===== src/rtl/lfsr_pkg.sv =====
// lfsr_pkg: default maximal-length Galois tap masks and the single-step function
package lfsr_pkg;
    localparam logic [2:0]  TAPS_3  = 3'h6;
    localparam logic [3:0]  TAPS_4  = 4'hC;
    localparam logic [4:0]  TAPS_5  = 5'h1B;
    localparam logic [5:0]  TAPS_6  = 6'h30;
    localparam logic [6:0]  TAPS_7  = 7'h60;
    localparam logic [7:0]  TAPS_8  = 8'hB8;
    localparam logic [8:0]  TAPS_9  = 9'h110;
    localparam logic [9:0]  TAPS_10 = 10'h240;
    localparam logic [10:0] TAPS_11 = 11'h500;
    localparam logic [11:0] TAPS_12 = 12'h829;
    localparam logic [12:0] TAPS_13 = 13'h100D;
    localparam logic [13:0] TAPS_14 = 14'h2015;
    localparam logic [14:0] TAPS_15 = 15'h6000;
    localparam logic [15:0] TAPS_16 = 16'hB400;
    localparam logic [16:0] TAPS_17 = 17'h12000;
    localparam logic [17:0] TAPS_18 = 18'h20400;
    localparam logic [18:0] TAPS_19 = 19'h40023;
    localparam logic [19:0] TAPS_20 = 20'h90000;
    localparam logic [20:0] TAPS_21 = 21'h140000;
    localparam logic [21:0] TAPS_22 = 22'h300000;
    localparam logic [22:0] TAPS_23 = 23'h420000;
    localparam logic [23:0] TAPS_24 = 24'hE10000;
    localparam logic [24:0] TAPS_25 = 25'h1200000;
    localparam logic [25:0] TAPS_26 = 26'h2000023;
    localparam logic [26:0] TAPS_27 = 27'h4000013;
    localparam logic [27:0] TAPS_28 = 28'h9000000;
    localparam logic [28:0] TAPS_29 = 29'h14000000;
    localparam logic [29:0] TAPS_30 = 30'h20000029;
    localparam logic [30:0] TAPS_31 = 31'h48000000;
    localparam logic [31:0] TAPS_32 = 32'h80200003;

    // Narrower registers zero-extend into this and truncate the result back
    function automatic logic [31:0] lfsr_step(input logic [31:0] state, input logic [31:0] taps);
        return (state >> 1) ^ (state[0] ? taps : 32'd0);
    endfunction
endpackage


===== src/rtl/lfsr_gen_step_unit.sv =====
// lfsr_step_unit: one combinational Galois step; fb is the bit shifted out
module lfsr_step_unit
    import lfsr_pkg::*;
#(
    parameter int WIDTH = 5
) (
    input  logic [WIDTH-1:0] s,
    input  logic [WIDTH-1:0] taps,
    output logic [WIDTH-1:0] next,
    output logic             fb
);
    assign fb   = s[0];
    assign next = WIDTH'(lfsr_step(32'(s), 32'(taps)));
endmodule


===== src/rtl/lfsr_gen.sv =====
// lfsr_gen: parametrised Galois LFSR with step enable, zero-seed protection and wrap pulse.
// Define LFSR_PERIOD_CNT_EN to add the step counter and the Period output.
module lfsr_gen
    import lfsr_pkg::*;
#(
    parameter int               WIDTH = 5,
    parameter logic [WIDTH-1:0] TAPS  = WIDTH'(TAPS_5),
    parameter logic [WIDTH-1:0] SEED  = WIDTH'(1),
    parameter int               STEPS = 1
) (
    input  logic             CLK,
    input  logic             Reset,
    input  logic             Load,
    input  logic             Enable,
    input  logic [WIDTH-1:0] inState,
    output logic [WIDTH-1:0] RO,
    output logic [STEPS-1:0] SO,
    output logic             Wrap,
    output logic             Lockup
`ifdef LFSR_PERIOD_CNT_EN
    ,
    output logic [WIDTH:0]   Period
`endif
);
    if (WIDTH < 3 || WIDTH > 32) begin : g_bad_width
        $fatal(1, "lfsr_gen: WIDTH must be 3..32");
    end
    if (SEED == '0) begin : g_bad_seed
        $fatal(1, "lfsr_gen: SEED must be non-zero");
    end
    if (STEPS < 1 || STEPS > WIDTH) begin : g_bad_steps
        $fatal(1, "lfsr_gen: STEPS must be 1..WIDTH");
    end
    if (TAPS[WIDTH-1] == 1'b0) begin : g_bad_taps
        $fatal(1, "lfsr_gen: TAPS MSB must be set");
    end

    logic [WIDTH-1:0] chain [STEPS+1];
    logic [WIDTH-1:0] start;
    logic [STEPS-1:0] hit;
    logic [WIDTH-1:0] load_val;
    logic             wrap_hit;
    logic             ro_zero;

    assign chain[0] = RO;

    for (genvar k = 0; k < STEPS; k++) begin : g_step
        lfsr_step_unit #(.WIDTH(WIDTH)) u_step (
            .s    (chain[k]),
            .taps (TAPS),
            .next (chain[k+1]),
            .fb   (SO[k])
        );
        assign hit[k] = chain[k+1] == start;
    end

    assign wrap_hit = |hit;
    assign ro_zero  = ~|RO;
    assign load_val = |inState ? inState : SEED;

    always_ff @(posedge CLK or posedge Reset) begin
        if (Reset) begin
            RO     <= SEED;
            start  <= SEED;
            Wrap   <= 1'b0;
            Lockup <= 1'b0;
        end else begin
            Wrap   <= 1'b0;
            Lockup <= 1'b0;
            if (Load) begin
                RO     <= load_val;
                start  <= load_val;
                Lockup <= ~|inState;
            end else if (Enable) begin
                RO     <= ro_zero ? SEED : chain[STEPS];
                Lockup <= ro_zero;
                Wrap   <= ~ro_zero & wrap_hit;
            end
        end
    end

`ifdef LFSR_PERIOD_CNT_EN
    logic [WIDTH:0] cnt;
    logic [WIDTH:0] hit_steps;

    // Earliest matching step within the cycle defines the period
    always_comb begin
        hit_steps = '0;
        for (int k = STEPS - 1; k >= 0; k--)
            if (hit[k]) hit_steps = (WIDTH+1)'(k + 1);
    end

    always_ff @(posedge CLK or posedge Reset) begin
        if (Reset) begin
            cnt    <= '0;
            Period <= '0;
        end else if (Load) begin
            cnt <= '0;
        end else if (Enable && !ro_zero) begin
            if (wrap_hit) begin
                cnt    <= '0;
                Period <= cnt + hit_steps;
            end else begin
                cnt <= cnt + (WIDTH+1)'(STEPS);
            end
        end
    end
`endif
endmodule

===== config.mk =====
export PLATFORM = sky130hd
export DESIGN_NAME = lfsr_gen
export DESIGN_NICKNAME = d
export VERILOG_FILES = /design/src/rtl/lfsr_pkg.sv /design/src/rtl/lfsr_gen_step_unit.sv /design/src/rtl/lfsr_gen.sv
export SDC_FILE = /design/constraint.sdc
export NUM_CORES = 1
export LEC_CHECK = 0
export BUFFER_PORTS_ARGS = -buffer_cell sky130_fd_sc_hd__buf_2
export CAP_MARGIN = 5
export CORE_MARGIN = 4
export CORE_UTILIZATION = 35
export DETAILED_ROUTE_END_ITERATION = 10
export PLACE_DENSITY = 0.57
export SLEW_MARGIN = 20
export SYNTH_ARGS = -nofsm -noshare
export SYNTH_HDL_FRONTEND = slang
export SYNTH_SLANG_ARGS = --single-unit

===== constraint.sdc =====
create_clock -name CLK -period 5.4 [get_ports CLK]
set_input_delay 0.27 -clock CLK [delete_from_list [all_inputs] [get_ports CLK]]
set_output_delay 0.27 -clock CLK [all_outputs]
set_load 0.01 [all_outputs]

**Word-level counts from Yosys, hierarchy flattened**

Cells that the tools add are included.

- Add/subtract/negate cells: 0
- $mul: 0
- Div/mod/pow operators: 0
- Order comparisons: 0
- Equality and inequality tests: 1
- Shift-type cells: 0
- Mux-type cells: 9
- Bitwise logic cells: 2
- Reductions and logical operators: 5

Operator list:

| cell | count |
|---|---|
| 2-to-1 mux 5 bit | 5 |
| OR reduction 5 bit | 2 |
| == test 5 bit | 1 |
| bitwise XOR 4 x 5 -> 5 bit | 1 |
| 2-to-1 mux 1 bit | 4 |
| zero test 1 bit | 2 |
| nonzero test 2 bit | 1 |
| AND 1 bit | 1 |

- Register bits after elaboration: 12
- Bits in latches: 0
- RAM bits: 0
- Memory bits (read-only): 0
- Memories: 0

**Depth between registers and ports, before layout**

- Depth in word-level cells: 6
- Mapped depth: 6

**Cells and area by module**

A second synthesis with hierarchy kept.

- Cell total of the unflattened synthesis: 75
- Area total of the unflattened synthesis: 753.2 sq um

Modules (own cells, without submodules):

| module | times used | cells each | area an instance (sq um) | sequential area each (sq um) |
|---|---|---|---|---|
| lfsr_gen | 1 | 65 | 688.2 | 302.8 |
| lfsr_step_unit | 1 | 10 | 65.1 | 0.0 |

**Worst setup path after synthesis**

No wires, ideal clock.

- Path type: reg2reg
- Start: register RO[0]
- End: register Wrap
- Arrival: 1.850 ns
- Required time: 5.306 ns
- Path slack: 3.456 ns
- Stages on the path, launching flop included: 7
- Buffers on the path: 1
- Period minus slack after synthesis: 1.944 ns
- Cell sequence: dfstp_2 -> buf_2 -> inv_1 -> ha_1 -> xor2_1 -> or4_1 -> a211oi_1

- Longest elaborated chain between the ends: 6
- Elaborated cells between the ends (all ways): 7
- Classes of those cells: eq/ne: 1; mux: 3; bitwise: 2; reduce/logical: 1

RTL lines:

| element | line | RTL |
|---|---|---|
| start: declaration | lfsr_gen.sv:16 | `output logic [WIDTH-1:0] RO,` |
| start signal: assignment | lfsr_gen.sv:71 | `RO <= load_val;` |
| start signal: assignment | lfsr_gen.sv:75 | `RO <= ro_zero ? SEED : chain[STEPS];` |
| 2-to-1 mux 5 bit | lfsr_pkg.sv:36 | `return (state >> 1) ^ (state[0] ? taps : 32'd0);` |
| bitwise XOR 4 x 5 -> 5 bit | lfsr_pkg.sv:36 |  |
| == test 5 bit | lfsr_gen.sv:54 | `assign hit[k] = chain[k+1] == start;` |
| AND 1 bit (*) | lfsr_gen.sv:77 | `Wrap <= ~ro_zero & wrap_hit;` |
| 2-to-1 mux 1 bit (*) | lfsr_gen.sv:74 | `end else if (Enable) begin` |
| 2-to-1 mux 1 bit (*) | lfsr_gen.sv:70 | `if (Load) begin` |
| end signal: assignment | lfsr_gen.sv:77 |  |
| end: declaration | lfsr_gen.sv:18 | `output logic Wrap,` |

Every way passes the cells marked *; elsewhere a longest branch is shown, timed or not.
A chain may end at the register's enable or synchronous reset.

**Final worst setup path**

Ends and elaborated chain as after synthesis.

==> flow_summary_export.csv <==
group,metric,value,unit
cts,cts-root-buf,"clkbuf_4",
sta,drv_slew,0,
layout,nets,91,
sta,fin_ws,3.48,ns
sta,clock.fmax,521,MHz
critical_path,r2r_slack,3.48,ns
route,dr.pass1.iters,4,
floorplan,rows,15,
route,first_iter_violations,5,
layout,nFillCells,184,
floorplan,boundaryPins,17,
power,p_leak,0.363,nW
grt,grtUsageTotal,0.117,
layout,finish.utilization,0.438,
synthesis,synth.avg_cell_area,10.0,um^2
floorplan,die_w,51.1,um
grt,grt_pass1_wl,2.27,mm
sta,final.min_clock_period,1.92,ns
synthesis,synth_adder_area_share,0.0192,
power,ir_drop,0.000112,V
grt,grt_pass1_vias,494,
sta,tightest_slew,0.481,ns
critical_path,end_kind,"register",
critical_path,crit_fanout,10,
sta,hold_viol,0,
cts,cts.sinks,12,
cts,postCtsSetupBuffers,0,
placement,dpl_worst_slack,3.48,ns
synthesis,synth_cell_types,25,
cts,insertion_delay,0.27,ns
cts,cts_hold_buf,0,
min_path,hold_class,"input pin to asynchronous set/reset pin",
flow_run,drv_cap,0,
placement,place_hpwl,1.00,mm
cts,cts.clk_slew.worst_paths,0.08,ns
floorplan,coreArea,1750,um^2
synthesis,synth_top_family_by_area,"simple AND/OR/NAND/NOR gates",
sta,rsz0062_at_grt,"false",
synthesis,synth-compound-area-share,0.131,
layout,drive_above_1_share,0.313,
cts,ctsResizeCount,0,
synthesis,synth_seq_cells,12,
synthesis,syn-cell-area,651,um^2
route,wl,1.30,mm
route,post_drt_wl_per_cell,12.3,um
synthesis,seq_area_frac_synth,0.465,
layout,mostFrequentLayoutCells,"buf_2, dfrtp_1, inv_1",
sta,setup_viol_count_final,0,
sta,skew,0.00976,ns
critical_path,crit_type,"register to register",
synthesis,ys_top_cells_by_area,"dfrtp_1, xor2_1, dfstp_2",
sta,max_slew_margin,0.679,
synthesis,synth-simple-area-share,0.140,
critical_path,cp-start-kind,"register",
grt,grt_overflow,0,
critical_path,cp_slowest_cell,"dfstp_2",
grt,grt_max_degree,19,
synthesis,syn-num-nets,75,
layout,syn_to_final_growth,17.5,%
critical_path,max_stage_delay,0.64,ns
critical_path,cp.required,5.57,ns
power,power_density,278,nW/um^2
synthesis,synth-xor-area-share,0.0942,
route,via_count,487,
cts,numCtsBuffers,3,
sta,finalCritPeriodShare,0.356,
route,drc,0,
synthesis,synth_mux_area_frac,0.0673,
layout,mostFrequentLayoutCell,"buf_2",
route,ant_nets,0,
outcome,outcome,"complete, no violations",
cts,cts_tree,"yes",
cts,h-tree-depth,1,
route,viasPerCell,4.64,
critical_path,worstPathArrival,2.09,ns
floorplan,die-area,2610,um^2
placement,portBuffers,16,
critical_path,ff2ff_path_depth,5,
floorplan,die_height,51.1,um
sta,finalSetupTns,0,ns
synthesis,netlist_instances,65,
cts,ctsLongestPathBuffers,2,
synthesis,yosysWarnings,0,
critical_path,crit_path_cell_trace,"inv_1 > ha_1 > xor2_1 > or4_1 > a211oi_1",
layout,insertedDiodeCount,0,
placement,gp_congestion,0.771,
floorplan,initial_core_util,0.373,
grt,antenna_found_initial,0,
synthesis,synth.largest_area_cell,"dfrtp_1",
synthesis,netlist.area_leader.share,0.385,
==> state kept, by name, summed over array words and instances, names as in the netlist <==
name,flops
RO,5
Wrap,1
Lockup,1
start,5
==> power by group <==
part	internal, W	switching (W)	leakage [nW]
Combinational	0.0000226	0.0000232	0.205
Clock	0.0000285	0.0000278	0.0150
Sequential	0.0000996	0.0000108	0.142
Total	0.000151	0.0000618	0.363
==> cell families (layout without fill, tap and decap cells) <==
kind of cell	after synthesis	in the layout
xor+xnor	7	7
simple gates	14	14
fa+ha+maj	1	1
buf+inv	13	28
compound gates	14	14
mux	4	4
flops	12	12
==> worst max-delay path, delay by kind of cell, from the launching register on <==
family                   cells  cell delay [ns]
AO/OA/AOI/OAI                1             0.17
XOR/XNOR                     1             0.17
adder cells (fa/ha/maj)      1             0.30
buffers and inverters        1             0.06
flip-flops                   1             0.64
AND/OR/NAND/NOR              1             0.49
==> cell usage after synthesis <==
| master | n |
|---|---|
| a211oi_1 | 1 |
| dfrtp_1 | 10 |
| nor4_1 | 1 |
| inv_1 | 8 |
| mux2i_1 | 1 |
| o21ai_0 | 6 |
| ha_1 | 1 |
| a21oi_1 | 3 |
| dfstp_2 | 2 |
| xor2_1 | 7 |
| nand3b_1 | 1 |
| buf_2 | 1 |
| clkbuf_1 | 3 |
| nand3_1 | 1 |
| or4b_4 | 1 |
| o22ai_1 | 1 |
| nand2_1 | 3 |
| or3_1 | 1 |
| nand2b_1 | 1 |
| or4_1 | 1 |
| nor2b_1 | 3 |
| a311oi_1 | 3 |
| buf_4 | 1 |
| mux2_2 | 3 |
| nor4b_1 | 1 |
==> stage by stage <==
stage               instances  cell area (um^2)  total power [W]  hold slack (ns)
floorplan                  65               651         0.000144            0.133
global placement          101               738         0.000158            0.307
detailed placement        101               738         0.000159            0.316
CTS                       105               764         0.000217           0.0147
global route              105               764         0.000230           0.0364
finish                    105               764         0.000213          0.00153
==> final timing paths <==
check	startpoint	end
min in group CLK	inState[3]	RO[3]
worst max-delay path	RO[0]	Wrap
worst max register to register	RO[0]	Wrap
worst min register to register	start[0]	start[0]
worst min-delay path	Reset	start[1]
max in group asynchronous	Reset	start[0]
==> routing by layer <==
layer,up-vias,GRT usage,share of wire
li1,255,-,-
met1,215,0.170,0.49
met2,15,0.167,0.44
met3,2,0.0262,0.057
met4,0,0.0404,0.0077
met5,-,0,0
==> area by class of cell <==
| class | count | area [um^2] | area share |
|---|---|---|---|
| multi-input combinational | 40 | 294 | 0.385 |
| clock buffer | 4 | 26.3 | 0.0344 |
| timing repair buffer | 16 | 80.1 | 0.105 |
| inverter | 8 | 30.0 | 0.0393 |
| sequential | 12 | 303 | 0.396 |
| tap | 25 | 31.3 | 0.0409 |
Power figures use the tool's default switching activity.
